--- src/rtl/led_cursor_pkg.sv ---
// led_cursor_pkg: shared FSM states, widths and helpers for the LED cursor controller
package led_cursor_pkg;

   localparam int LED_W = 16;
   localparam int POS_W = 4;
   localparam logic [POS_W-1:0] POS_MAX = 4'd15;

   typedef enum logic [1:0] {
      MANUAL      = 2'd0,
      SWEEP_LEFT  = 2'd1,
      SWEEP_RIGHT = 2'd2
   } state_t;

   function automatic logic [LED_W-1:0] pos_to_led(input logic [POS_W-1:0] p);
      return {{(LED_W-1){1'b0}}, 1'b1} << p;
   endfunction

endpackage

--- src/rtl/btn_debounce.sv ---
// btn_debounce: synchronises a raw button, accepts a level after a stable run, pulses on press
module btn_debounce #(
   parameter int DEBOUNCE_CYCLES = 1_000_000
) (
   input  logic clk,
   input  logic rst,
   input  logic raw,
   output logic level,
   output logic press
);

   localparam int CW = $clog2(DEBOUNCE_CYCLES);
   localparam logic [CW-1:0] CNT_LAST = CW'(DEBOUNCE_CYCLES - 1);

   logic          sync1;
   logic          btn_s;
   logic          level_q;
   logic [CW-1:0] cnt;

   // two-flop synchroniser for the asynchronous button pin
   always_ff @(posedge clk or posedge rst)
      if (rst) {sync1, btn_s} <= 2'b00;
      else     {sync1, btn_s} <= {raw, sync1};

   // count consecutive disagreeing samples; adopt the new level once the run is long enough
   always_ff @(posedge clk or posedge rst)
      if (rst) begin
         level <= 1'b0;
         cnt   <= '0;
      end else if (btn_s != level) begin
         if (cnt == CNT_LAST) begin
            level <= btn_s;
            cnt   <= '0;
         end else begin
            cnt <= cnt + 1'b1;
         end
      end else begin
         cnt <= '0;
      end

   // delayed level for rising-edge detection
   always_ff @(posedge clk or posedge rst)
      if (rst) level_q <= 1'b0;
      else     level_q <= level;

   assign press = level & ~level_q;

endmodule

--- src/rtl/led_cursor_ctrl.sv ---
// led_cursor_ctrl: one-hot 16-LED cursor driven by debounced buttons and an auto-sweep timer
module led_cursor_ctrl #(
   parameter int DEBOUNCE_CYCLES = 1_000_000,
   parameter int SWEEP_DIV       = 10_000_000,
   parameter int START_POS       = 7
) (
   input  logic        clk,
   input  logic        rst,
   input  logic        btnL,
   input  logic        btnR,
   input  logic        btnU,
   output logic [15:0] led,
   output logic [3:0]  pos,
   output logic        sweep_active
);

   import led_cursor_pkg::*;

   localparam int SW = $clog2(SWEEP_DIV);
   localparam logic [SW-1:0] SW_LAST = SW'(SWEEP_DIV - 1);

   logic [2:0]       raw_btn;
   logic [2:0]       press;
   logic             press_l;
   logic             press_r;
   logic             press_u;
   logic             tick;
   state_t           state;
   state_t           state_n;
   logic [POS_W-1:0] pos_n;
   logic [SW-1:0]    cnt;
   logic [SW-1:0]    cnt_n;

   assign raw_btn = {btnU, btnR, btnL};

   for (genvar i = 0; i < 3; i++) begin : g_db
      btn_debounce #(.DEBOUNCE_CYCLES(DEBOUNCE_CYCLES)) u_db (
         .clk   (clk),
         .rst   (rst),
         .raw   (raw_btn[i]),
         .level (),
         .press (press[i])
      );
   end

   assign press_l      = press[0];
   assign press_r      = press[1];
   assign press_u      = press[2];
   assign sweep_active = (state != MANUAL);
   assign tick         = sweep_active && (cnt == SW_LAST);
   assign led          = pos_to_led(pos);

   // state, position and sweep timer registers
   always_ff @(posedge clk or posedge rst)
      if (rst) begin
         state <= MANUAL;
         pos   <= POS_W'(START_POS);
         cnt   <= '0;
      end else begin
         state <= state_n;
         pos   <= pos_n;
         cnt   <= cnt_n;
      end

   // arbitration: mode press beats manual moves, which beat sweep ticks
   always_comb begin
      state_n = state;
      pos_n   = pos;
      cnt_n   = (!sweep_active || tick) ? '0 : cnt + 1'b1;
      if (press_u) begin
         state_n = (state == MANUAL) ? SWEEP_LEFT : MANUAL;
         cnt_n   = '0;
      end else if (press_l || press_r) begin
         state_n = MANUAL;
         cnt_n   = '0;
         if (press_l && !press_r && pos != POS_MAX) pos_n = pos + 1'b1;
         if (press_r && !press_l && pos != '0)      pos_n = pos - 1'b1;
      end else if (tick) begin
         if (state == SWEEP_LEFT) begin
            state_n = (pos == POS_MAX) ? SWEEP_RIGHT : SWEEP_LEFT;
            pos_n   = (pos == POS_MAX) ? POS_MAX - 1'b1 : pos + 1'b1;
         end else begin
            state_n = (pos == '0) ? SWEEP_LEFT : SWEEP_RIGHT;
            pos_n   = (pos == '0) ? POS_W'(1) : pos - 1'b1;
         end
      end
   end

endmodule

--- config.mk ---
export PLATFORM = sky130hd
export DESIGN_NAME = led_cursor_ctrl
export DESIGN_NICKNAME = d
export VERILOG_FILES = /design/src/rtl/led_cursor_pkg.sv /design/src/rtl/btn_debounce.sv /design/src/rtl/led_cursor_ctrl.sv
export SDC_FILE = /design/constraint.sdc
export NUM_CORES = 1
export LEC_CHECK = 0
export ABC_AREA = 0
export BUFFER_PORTS_ARGS = -buffer_cell sky130_fd_sc_hd__buf_4
export CAP_MARGIN = 5
export CORE_ASPECT_RATIO = 0.8
export CORE_MARGIN = 5
export CORE_UTILIZATION = 40
export CTS_CLUSTER_DIAMETER = 40
export CTS_CLUSTER_SIZE = 12
export DETAILED_ROUTE_END_ITERATION = 8
export PLACE_DENSITY_LB_ADDON = 0.2
export SKIP_CTS_REPAIR_TIMING = 1
export SYNTH_ARGS = -nofsm -noshare
export SYNTH_HDL_FRONTEND = slang
export SYNTH_SLANG_ARGS = --single-unit
export TNS_END_PERCENT = 5
--- constraint.sdc ---
create_clock -name clk -period 5.52 [get_ports clk]
set_clock_uncertainty 0.15 [all_clocks]
set_input_delay 0 -clock clk [delete_from_list [all_inputs] [get_ports clk]]
set_output_delay 0 -clock clk [all_outputs]
set_load 0.03 [all_outputs]
==> results.py, run 1 <==
metrics = {
    "sta": {
        "finalCriticalPeriod_ns": 2.54,
        "max_slew.worst_pin.slew_ns": 0.896,
        "finalSetupViolations": 0,
        "fin_crit_sh_pct": 46.0,
        "setup_slack_ns": 2.98,
        "rsz0062_at_grt": "false",
        "tns_ns": 0,
        "max_freq_mhz": 394,
        "hold_viol": 0,
        "drv_slew": 0,
        "relSlewSlack_pct": 40.1,
    },
    "final_layout": {
        "num_antenna_cells": 0,
        "drive_above_1_share_pct": 10.6,
        "fin_nets": 573,
        "final_cell_mix": "dfrtp_1 (99), nor2_1 (98), xor2_1 (46), nand2_1 (37)",
        "layout_commonest_cell": "dfrtp_1",
        "area_growth_pct": 12.8,
    },
    "power": {
        "p_total_w": 0.00141,
        "power.leakage_nw": 2.45,
        "irDropWorstVdd_mv": 0.153,
        "p_per_area_nw_per_um2": 240,
    },
    "drt": {
        "via_per_inst": 5.12,
        "first_pass_iters": 4,
        "final_antenna_net_count": 0,
        "wire_per_inst_um": 13.6,
        "drc": 0,
        "vias": 3759,
        "totalWireLength_mm": 10.0,
        "drt-initial-drc-count": 177,
    },
    "floorplan": {
        "die_x_um": 138,
        "dieArea_um2": 15400,
        "core_area_um2": 12800,
        "initial_utilization_pct": 40.6,
        "die_y_um": 112,
        "io_pins": 26,
        "rows": 37,
    },
    "logic_synthesis": {
        "syn_inst": 527,
        "synth_nets": 543,
        "synth_warnings": 0,
        "synth-edff-count": 0,
        "yosysUniqueCellTypes": 54,
        "synth-seq-cells": 102,
        "synthArstFlopShare_pct": 100,
        "netlist_area_um2": 5200,
        "avgSynthCellArea_um2": 9.87,
        "synth_top_flop_cell": "dfrtp_1",
        "yosysSeqAreaShare_pct": 49.1,
    },
    "place": {
        "pre_cts_slack_ns": 2.99,
        "gp_congestion": 0.799,
        "dpl.hpwl_mm": 6.86,
        "numPortBuffers": 25,
    },
    "worst_setup_path": {
        "arrival_ns": 2.60,
        "worst_setup_path_startpoint": "pos[0]",
        "worstSetupStartpointType": "flop",
        "r2r-start": "pos[0]",
        "crit_type": "flop to flop",
        "crit_required_ns": 5.59,
        "critPathMaxFanout": 8,
        "reg2regPathDepth": 7,
        "crit_path_end_kind": "flop",
    },
    "grt": {
        "grt_max_degree": 67,
        "grt_pass1_wl_mm": 17.7,
        "use_met2_pct": 21.4,
        "grt_pass1_vias": 3692,
        "use_met1_pct": 20.0,
        "busiest_layer": "met2",
        "track_usage_pct": 14.0,
        "gr-total-overflow": 0,
        "antenna_found_initial": 0,
        "met3_usage_pct": 3.52,
    },
    "cts": {
        "clock_sink_count": 102,
        "cts.path.max_buffers": 2,
        "cts_buffers": 9,
        "cts_tree": "built",
        "h-tree-depth": 3,
        "clk_latency_ns": 0.34,
        "cts_root_buf": "clkbuf_16",
        "path_clk_slew_ns": 0.07,
    },
    "hold_path": {
        "min_path_type": "input port to asynchronous set/reset pin",
    },
    "status": {
        "status": "completed",
    },
    "flow_run": {
        "max_cap_viol_count": 0,
    },
}
==> area by class of cell <==
class	count	area (µm²)
Sequential cell	102	2560
Multi-Input combinational cell	401	2530
Clock buffer	11	243
Timing Repair Buffer	30	235
Clock inverter	2	35.0
Inverter	13	51.3
Fill cell	1230	6960
Tap cell	175	219
==> per-stage QoR <==
stage	utilization [%]	hold slack (ns)	instances	cell area [µm²]
6_report	45.8	0.0891	734	5870
5_1_grt	45.8	0.140	734	5870
3_3_place_gp	43.3	-0.0970	717	5550
2_1_floorplan	-	-0.119	527	5200
4_1_cts	45.4	-0.454	730	5830
3_5_place_dp	43.3	-0.0852	717	5550
==> flip-flops by register name, indices dropped and copies added (netlist names) <==
name	count
g_db.u_db.btn_s	3
g_db.u_db.level_q	3
g_db.u_db.cnt	60
state	2
cnt	24
g_db.u_db.sync1	3
g_db.u_db.level	3
pos	4
==> metal layers <==
layer	share of wire (%)	up-vias
li1	-	1859
met1	49	1843
met2	46	50
met3	4.1	7
met4	0.78	0
met5	0	-
==> cells by family after synthesis <==
family          after synthesis  synth area share (%)
simple gates                277                  27.9
flops                       102                  49.1
xor+xnor                     79                  13.3
compound gates               28                  3.49
buf+inv                      24                  2.28
fa+ha+maj                    11                  2.65
mux                           6                  1.25
==> critical path: stages (launching register included) <==
cell     delay (ns)
dfstp_2        0.62
inv_1          0.10
ha_1           0.26
or3b_1         0.30
nand2_1        0.15
a21oi_1        0.24
o21a_1         0.26
mux2_1         0.34
==> final timing paths <==
check                                 endpoint  slack, ns
max                                     pos[3]       2.98
max in group asynchronous  g_db[2].u_db.cnt[6]       3.93
min in group clk            g_db[0].u_db.sync1       0.16
min                         g_db[1].u_db.sync1       0.09
max reg2reg                             pos[3]       2.98
min reg2reg                 g_db[2].u_db.btn_s       0.20
==> synthesized netlist by cell type, types with 4 or more instances <==
library cell	n	area, µm²
inv_1	12	45.0
nor3_2	5	50.1
nand3_1	33	165
and2_1	7	43.8
dfrtp_1	99	2480
nor3_1	6	30.0
ha_1	11	138
buf_2	5	25.0
nand4_1	18	113
nand2_1	37	139
nor3b_1	4	30.0
nor2_1	98	368
nor2b_1	9	56.3
nand2b_1	6	37.5
and3_1	13	81.3
xnor2_1	33	289
o21ai_0	6	30.0
xor2_1	46	403
and4_1	6	52.6
nor4_1	11	68.8
a21oi_1	7	35.0
==> report_power, final <==
group	internal (W)	switching (W)	total, W
combinational	0.0000106	0.0000269	0.0000375
clock	0.000356	0.000256	0.000612
sequential	0.000755	0.00000669	0.000762
No activity file was read; power rests on OpenSTA's default activity.
==> run 2: changes to the inputs <==
--- a/config.mk
+++ b/config.mk
@@ -5,7 +5,7 @@
 export SDC_FILE = /design/constraint.sdc
 export NUM_CORES = 1
 export LEC_CHECK = 0
-export ABC_AREA = 0
+export ABC_AREA = 1
 export BUFFER_PORTS_ARGS = -buffer_cell sky130_fd_sc_hd__buf_4
 export CAP_MARGIN = 5
 export CORE_ASPECT_RATIO = 0.8
==> constraint.sdc (replaced) <==
create_clock -name clk -period 2.41 [get_ports clk]
set_clock_uncertainty 0.15 [all_clocks]
set_input_delay 0 -clock clk [delete_from_list [all_inputs] [get_ports clk]]
set_output_delay 0 -clock clk [all_outputs]
set_load 0.03 [all_outputs]
==> run 2 against run 1 <==
Against the previous run: wire length is 26% higher; clock-buffer cell count fell by 1; largest power group unchanged; global-route usage grew 1.4 points; core utilization grew 0.46 points; largest cell class is now multi-input gates; highest routed layer unchanged; worst hold slack worse by 0.0098 ns; flip-flop and latch count is the same; synthesized cell count up 55%; sequential power rose by 130%; critical path depth increased by 1; synthesized area rose by 13%.
==> results.py, run 2 <==
metrics = {
    "floorplan": {
        "rows": 39,
        "die_x_um": 145,
        "dieArea_um2": 17200,
        "core_area_um2": 14300,
        "initial_utilization_pct": 40.9,
        "io_pins": 26,
        "die_y_um": 118,
    },
    "logic_synthesis": {
        "ys_top_cells_by_area": "dfrtp_1 (42%), nand2_1 (12%), nor2_1 (11%)",
        "synth_nets": 834,
        "synth-seq-cells": 102,
        "yosysSeqAreaShare_pct": 43.5,
        "synthArstFlopShare_pct": 100,
        "avgSynthCellArea_um2": 7.18,
        "yosysTopAreaCellShare_pct": 42.2,
        "synth-edff-count": 0,
        "yosys-top-cells-count": "nand2_1 (188), nor2_1 (167), inv_1 (107), dfrtp_1 (99), nand3_1 (66)",
        "synth_top_cell_by_area": "dfrtp_1",
        "netlist_area_um2": 5870,
        "synth_top_flop_cell": "dfrtp_1",
        "syn_inst": 818,
        "yosysUniqueCellTypes": 33,
        "synth_warnings": 0,
        "yosysMostFrequentCell": "nand2_1",
    },
    "grt": {
        "gr-total-overflow": 0,
        "grt_pass1_vias": 4629,
        "track_usage_pct": 15.4,
        "grt_pass1_wl_mm": 22.2,
        "antenna_found_initial": 0,
        "grt_max_degree": 61,
    },
    "final_layout": {
        "area_growth_pct": 12.9,
        "postLayoutCoreUtil_pct": 46.2,
        "drive_above_1_share_pct": 9.19,
        "top_regs": "g_db.u_db.cnt (60), cnt (24), pos (4)",
        "final_cell_mix": "nand2_1 (188), nor2_1 (167), inv_1 (106), dfrtp_1 (99), nand3_1 (66)",
        "num_antenna_cells": 0,
        "fin_cells": 1044,
        "regMostFlops": "g_db.u_db.cnt",
        "layout_commonest_cell": "nand2_1",
        "fin_nets": 871,
        "largest_register_ffs": 60,
    },
    "place": {
        "numPortBuffers": 25,
        "pre_cts_slack_ns": 0.354,
        "gp_congestion": 0.915,
        "dpl.hpwl_mm": 9.45,
        "dpl.cell_count": 1024,
    },
    "sta": {
        "tns_ns": 0,
        "relSlewSlack_pct": 61.8,
        "drv_slew": 0,
        "max_slew.worst_pin.slew_ns": 0.573,
        "finalCriticalPeriod_ns": 2.09,
        "rsz0062_at_grt": "false",
        "max_freq_mhz": 478,
        "setup_slack_ns": 0.319,
        "fin_crit_sh_pct": 86.8,
        "hold_viol": 0,
        "finalSetupViolations": 0,
    },
    "power": {
        "switching_power_w": 0.000758,
        "power.leakage_nw": 3.01,
        "p_per_area_nw_per_um2": 502,
        "irDropWorstVdd_mv": 0.306,
        "p_total_w": 0.00333,
        "p_int_w": 0.00257,
        "power_switching_share_pct": 22.8,
        "p_clk_share_pct": 44.7,
        "seqPwrFrac_pct": 52.2,
        "comb_power_share_pct": 3.1,
    },
    "cts": {
        "cts_buffers": 9,
        "h-tree-depth": 3,
        "cts_tree": "built",
        "cts.path.max_buffers": 2,
        "clk_latency_ns": 0.36,
        "cts_root_buf": "clkbuf_16",
        "path_clk_slew_ns": 0.07,
        "clock_sink_count": 102,
    },
    "worst_setup_path": {
        "critPathMaxFanout": 8,
        "crit_required_ns": 2.51,
        "crit_type": "flop to flop",
        "arrival_ns": 2.19,
        "worstSetupStartpointType": "flop",
        "crit_path_end_kind": "flop",
    },
    "drt": {
        "drc": 0,
        "vias": 5001,
        "first_pass_iters": 5,
        "wire_per_inst_um": 12.1,
        "via_per_inst": 4.79,
        "totalWireLength_mm": 12.6,
        "final_antenna_net_count": 0,
        "drt-initial-drc-count": 418,
    },
    "flow_run": {
        "max_cap_viol_count": 0,
    },
    "status": {
        "status": "completed",
    },
    "hold_path": {
        "min_path_type": "input port to asynchronous set/reset pin",
    },
}
## run 2: critical path, stage by stage, from the launching register on
cell and delay (ns):
dfstp_2 0.61, inv_1 0.13, ha_1 0.27, nand2_1 0.14, nand2_1 0.14, a21oi_2 0.25, nand2_1 0.14, nand2_1 0.08
nand2_1 0.05
## run 2: kinds of logic (layout without fill, tap and decap cells)
logic type | after synthesis | in the layout | synth area share (%)
and+or+nand+nor | 508 | 508 | 37.6
buffers and inverters | 129 | 171 | 8.42
DFF | 102 | 102 | 43.5
AOI/OAI and AO/OA | 36 | 36 | 3.32
xor gates and xnor gates | 32 | 32 | 4.77
adders and majority gates | 11 | 11 | 2.34
## run 2: area by class of cell
cell class              count  area, µm²
clock inverters             6       68.8
clock buffers              10        229
well taps                 184        230
multi-input cells         587       2820
repair buffers             31        255
flip-flops and latches    102       2560
fillers                  1452       7720
inverters                 124        469
## run 2: worst paths after layout
| check | from | endpoint | slack (ns) | cells after the start |
|---|---|---|---|---|
| max | pos[0] | pos[3] | 0.32 | 8 |
| min | rst | g_db[0].u_db.sync1 | 0.08 | 3 |
| max reg2reg | pos[0] | pos[3] | 0.32 | 8 |
| min reg2reg | g_db[1].u_db.sync1 | g_db[1].u_db.btn_s | 0.20 | 0 |
| max in group asynchronous | rst | pos[1] | 1.31 | 4 |
| min in group clk | btnL | g_db[0].u_db.sync1 | 0.14 | 2 |
## run 2: metrics by stage
step | area (µm²) | hold slack (ns)
floorplan | 5880 | -0.119
global placement | 6290 | -0.0855
detailed placement | 6290 | -0.0785
CTS | 6590 | -0.473
global route | 6630 | 0.140
finish | 6630 | 0.0793
## run 2: power by group through the flow
stage          Sequential (W)  Combinational (W)  Clock, W
2_1_floorplan         0.00177          0.0000682         0
3_3_place_gp          0.00177           0.000101         0
3_5_place_dp          0.00177           0.000101         0
4_1_cts               0.00174           0.000102   0.00155
5_1_grt               0.00174           0.000122   0.00162
6_report              0.00174           0.000102   0.00149
## run 2: routing by layer
layer / global-route usage, % / routed length (µm) / up-vias
met5: 0 / 0 / -
met4: 4.72 / 187 / 0
met3: 3.44 / 527 / 14
met2: 20.9 / 4820 / 91
met1: 24.2 / 7100 / 2244
li1: - / - / 2652
==> run 3: changes to the inputs <==
--- a/config.mk
+++ b/config.mk
@@ -14,7 +14,8 @@
 export CTS_CLUSTER_DIAMETER = 40
 export CTS_CLUSTER_SIZE = 12
 export DETAILED_ROUTE_END_ITERATION = 8
-export PLACE_DENSITY_LB_ADDON = 0.2
+export HOLD_SLACK_MARGIN = 0.1
+export PLACE_DENSITY_LB_ADDON = 0.1
 export SKIP_CTS_REPAIR_TIMING = 1
 export SYNTH_ARGS = -nofsm -noshare
 export SYNTH_HDL_FRONTEND = slang
==> run 3 against run 2 <==
Against the previous run: via count grew 4.0%; first-iteration DRC count shrank 2.2%; fmax grew 0.77%; combinational power is essentially flat; register-to-register slack gained 0.02 ns; global-route usage grew 0.48 points; die area is the same; flip-flop and latch count is the same; clock-buffer cell count shrank 1; wire length grew 5.2%; core utilization is essentially flat; total power grew 1.4%; critical endpoint unchanged; largest cell class unchanged; largest power group unchanged.
==> results.py, run 3 (same netlist as run 2, synthesis figures left out) <==
metrics = {
    "drt": {
        "vias": 5200,
        "drt-initial-drc-count": 409,
        "first_pass_iters": 7,
        "totalWireLength_mm": 13.3,
        "drc": 0,
        "wire_per_inst_um": 12.7,
        "via_per_inst": 4.99,
        "final_antenna_net_count": 0,
    },
    "power": {
        "irDropWorstVdd_mv": 0.348,
        "p_int_w": 0.00259,
        "power.leakage_nw": 3.01,
        "seqPwrFrac_pct": 51.5,
        "p_per_area_nw_per_um2": 509,
        "switching_power_w": 0.000789,
        "comb_power_share_pct": 3.1,
        "p_clk_share_pct": 45.4,
        "power_switching_share_pct": 23.4,
        "p_total_w": 0.00338,
    },
    "cts": {
        "h-tree-depth": 3,
        "cts.path.max_buffers": 2,
        "cts_root_buf": "clkbuf_16",
        "clk_latency_ns": 0.35,
        "clock_sink_count": 102,
        "cts_buffers": 9,
        "path_clk_slew_ns": 0.07,
        "cts_tree": "built",
    },
    "worst_setup_path": {
        "critPathMaxFanout": 8,
        "crit_chain": "inv_1 > ha_1 > nand2_1 > nand2_1 > a21oi_2 > nand2_1 > nand2_1 > nand2_1",
        "critPathTopFamily": "flip-flops",
        "timing.critical_path.mode_cell": "nand2_1",
        "worst_setup_path_startpoint": "pos[0]",
        "cp_num_cells": 8,
        "r2r-start": "pos[0]",
        "cp_slowest_cell": "dfstp_2",
        "crit_required_ns": 2.50,
        "arrival_ns": 2.16,
        "critPathBufInv": 1,
        "max_stage_delay_ns": 0.61,
        "worstSetupStartpointType": "flop",
        "reg2regPathDepth": 8,
        "crit_path_end_kind": "flop",
        "crit_type": "flop to flop",
    },
    "final_layout": {
        "num_antenna_cells": 0,
        "fillerInstances": 1482,
        "fin_cells": 1043,
        "largest_register_ffs": 60,
        "fin_nets": 870,
        "final_cell_mix": "nand2_1 (188), nor2_1 (167), inv_1 (106), dfrtp_1 (99), nand3_1 (66)",
        "area_growth_pct": 13.0,
        "top_regs": "g_db.u_db.cnt (60), cnt (24), pos (4)",
        "regMostFlops": "g_db.u_db.cnt",
        "layout_commonest_cell": "nand2_1",
        "drive_above_1_share_pct": 9.20,
    },
    "sta": {
        "rsz0062_at_grt": "false",
        "max_freq_mhz": 482,
        "tns_ns": 0,
        "finalCriticalPeriod_ns": 2.07,
        "finalSetupViolations": 0,
        "fin_hold_ws_ns": 0.148,
        "max_slew.worst_pin.slew_ns": 0.590,
        "hold_viol": 0,
        "fin_crit_sh_pct": 86.1,
        "drv_slew": 0,
        "relSlewSlack_pct": 60.6,
    },
    "grt": {
        "grt_pass1_wl_mm": 23.2,
        "gr-total-overflow": 0,
        "grt_pass1_vias": 4918,
        "grt_max_degree": 103,
        "track_usage_pct": 15.9,
        "antenna_found_initial": 0,
    },
    "floorplan": {
        "die_x_um": 145,
        "core_area_um2": 14300,
        "dieArea_um2": 17200,
        "die_y_um": 118,
        "io_pins": 26,
        "rows": 39,
        "initial_utilization_pct": 40.9,
    },
    "place": {
        "gp_congestion": 0.863,
        "numPortBuffers": 25,
        "dpl.hpwl_mm": 9.77,
        "dpl.cell_count": 1023,
    },
    "status": {
        "status": "completed",
    },
    "hold_path": {
        "worstHoldStart": "btnL",
        "min_path_type": "input port to flop",
        "hold_depth": 2,
    },
    "flow_run": {
        "max_cap_viol_count": 0,
    },
}
run 3: worst register-to-register path: stages, from the launching register on:
cell     delay, ns
dfstp_2       0.61
inv_1         0.13
ha_1          0.27
nand2_1       0.15
nand2_1       0.14
a21oi_2       0.26
nand2_1       0.14
nand2_1       0.08
nand2_1       0.05
run 3: final timing paths:
| check | end | slack [ns] |
|---|---|---|
| max | pos[3] | 0.34 |
| min | g_db[0].u_db.sync1 | 0.15 |
| max reg2reg | pos[3] | 0.34 |
| min reg2reg | g_db[2].u_db.btn_s | 0.20 |
| max in group asynchronous | cnt[17] | 1.48 |
| min in group asynchronous | g_db[0].u_db.cnt[11] | 0.21 |
run 3: cell type report:
class	instances	area, µm²	share of cell area [%]
multi-input cells	587	2820	42.5
flip-flops and latches	102	2560	38.5
inverters	124	469	7.07
repair buffers	30	248	3.73
well taps	184	230	3.47
clock buffers	9	225	3.39
clock inverters	7	86.3	1.30
run 3: per-layer routing:
metal,vias to the layer above,share of wire (%),GRT usage [%]
met2,136,42,23.5
met4,0,0.87,3.55
met1,2415,51,23.6
met3,11,5.7,4.02
li1,2638,-,-
met5,-,0,0
run 3: stage by stage:
stage / instance area, µm² / setup WS, ns / util [%]
floorplan: 5880 / 0.425 / -
global placement: 6280 / 0.393 / 43.8
detailed placement: 6280 / 0.358 / 43.8
CTS: 6600 / 0.341 / 46.0
global route: 6640 / 0.147 / 46.3
finish: 6640 / 0.335 / 46.3
run 3: power by group through the flow:
stage,sequential [W],combinational [W],clock (W)
final,0.00174,0.000103,0.00153
after global routing,0.00174,0.000121,0.00166
after CTS,0.00174,0.000102,0.00159
after detailed placement,0.00177,0.000102,0
after global placement,0.00177,0.0000997,0
after floorplan,0.00177,0.0000682,0
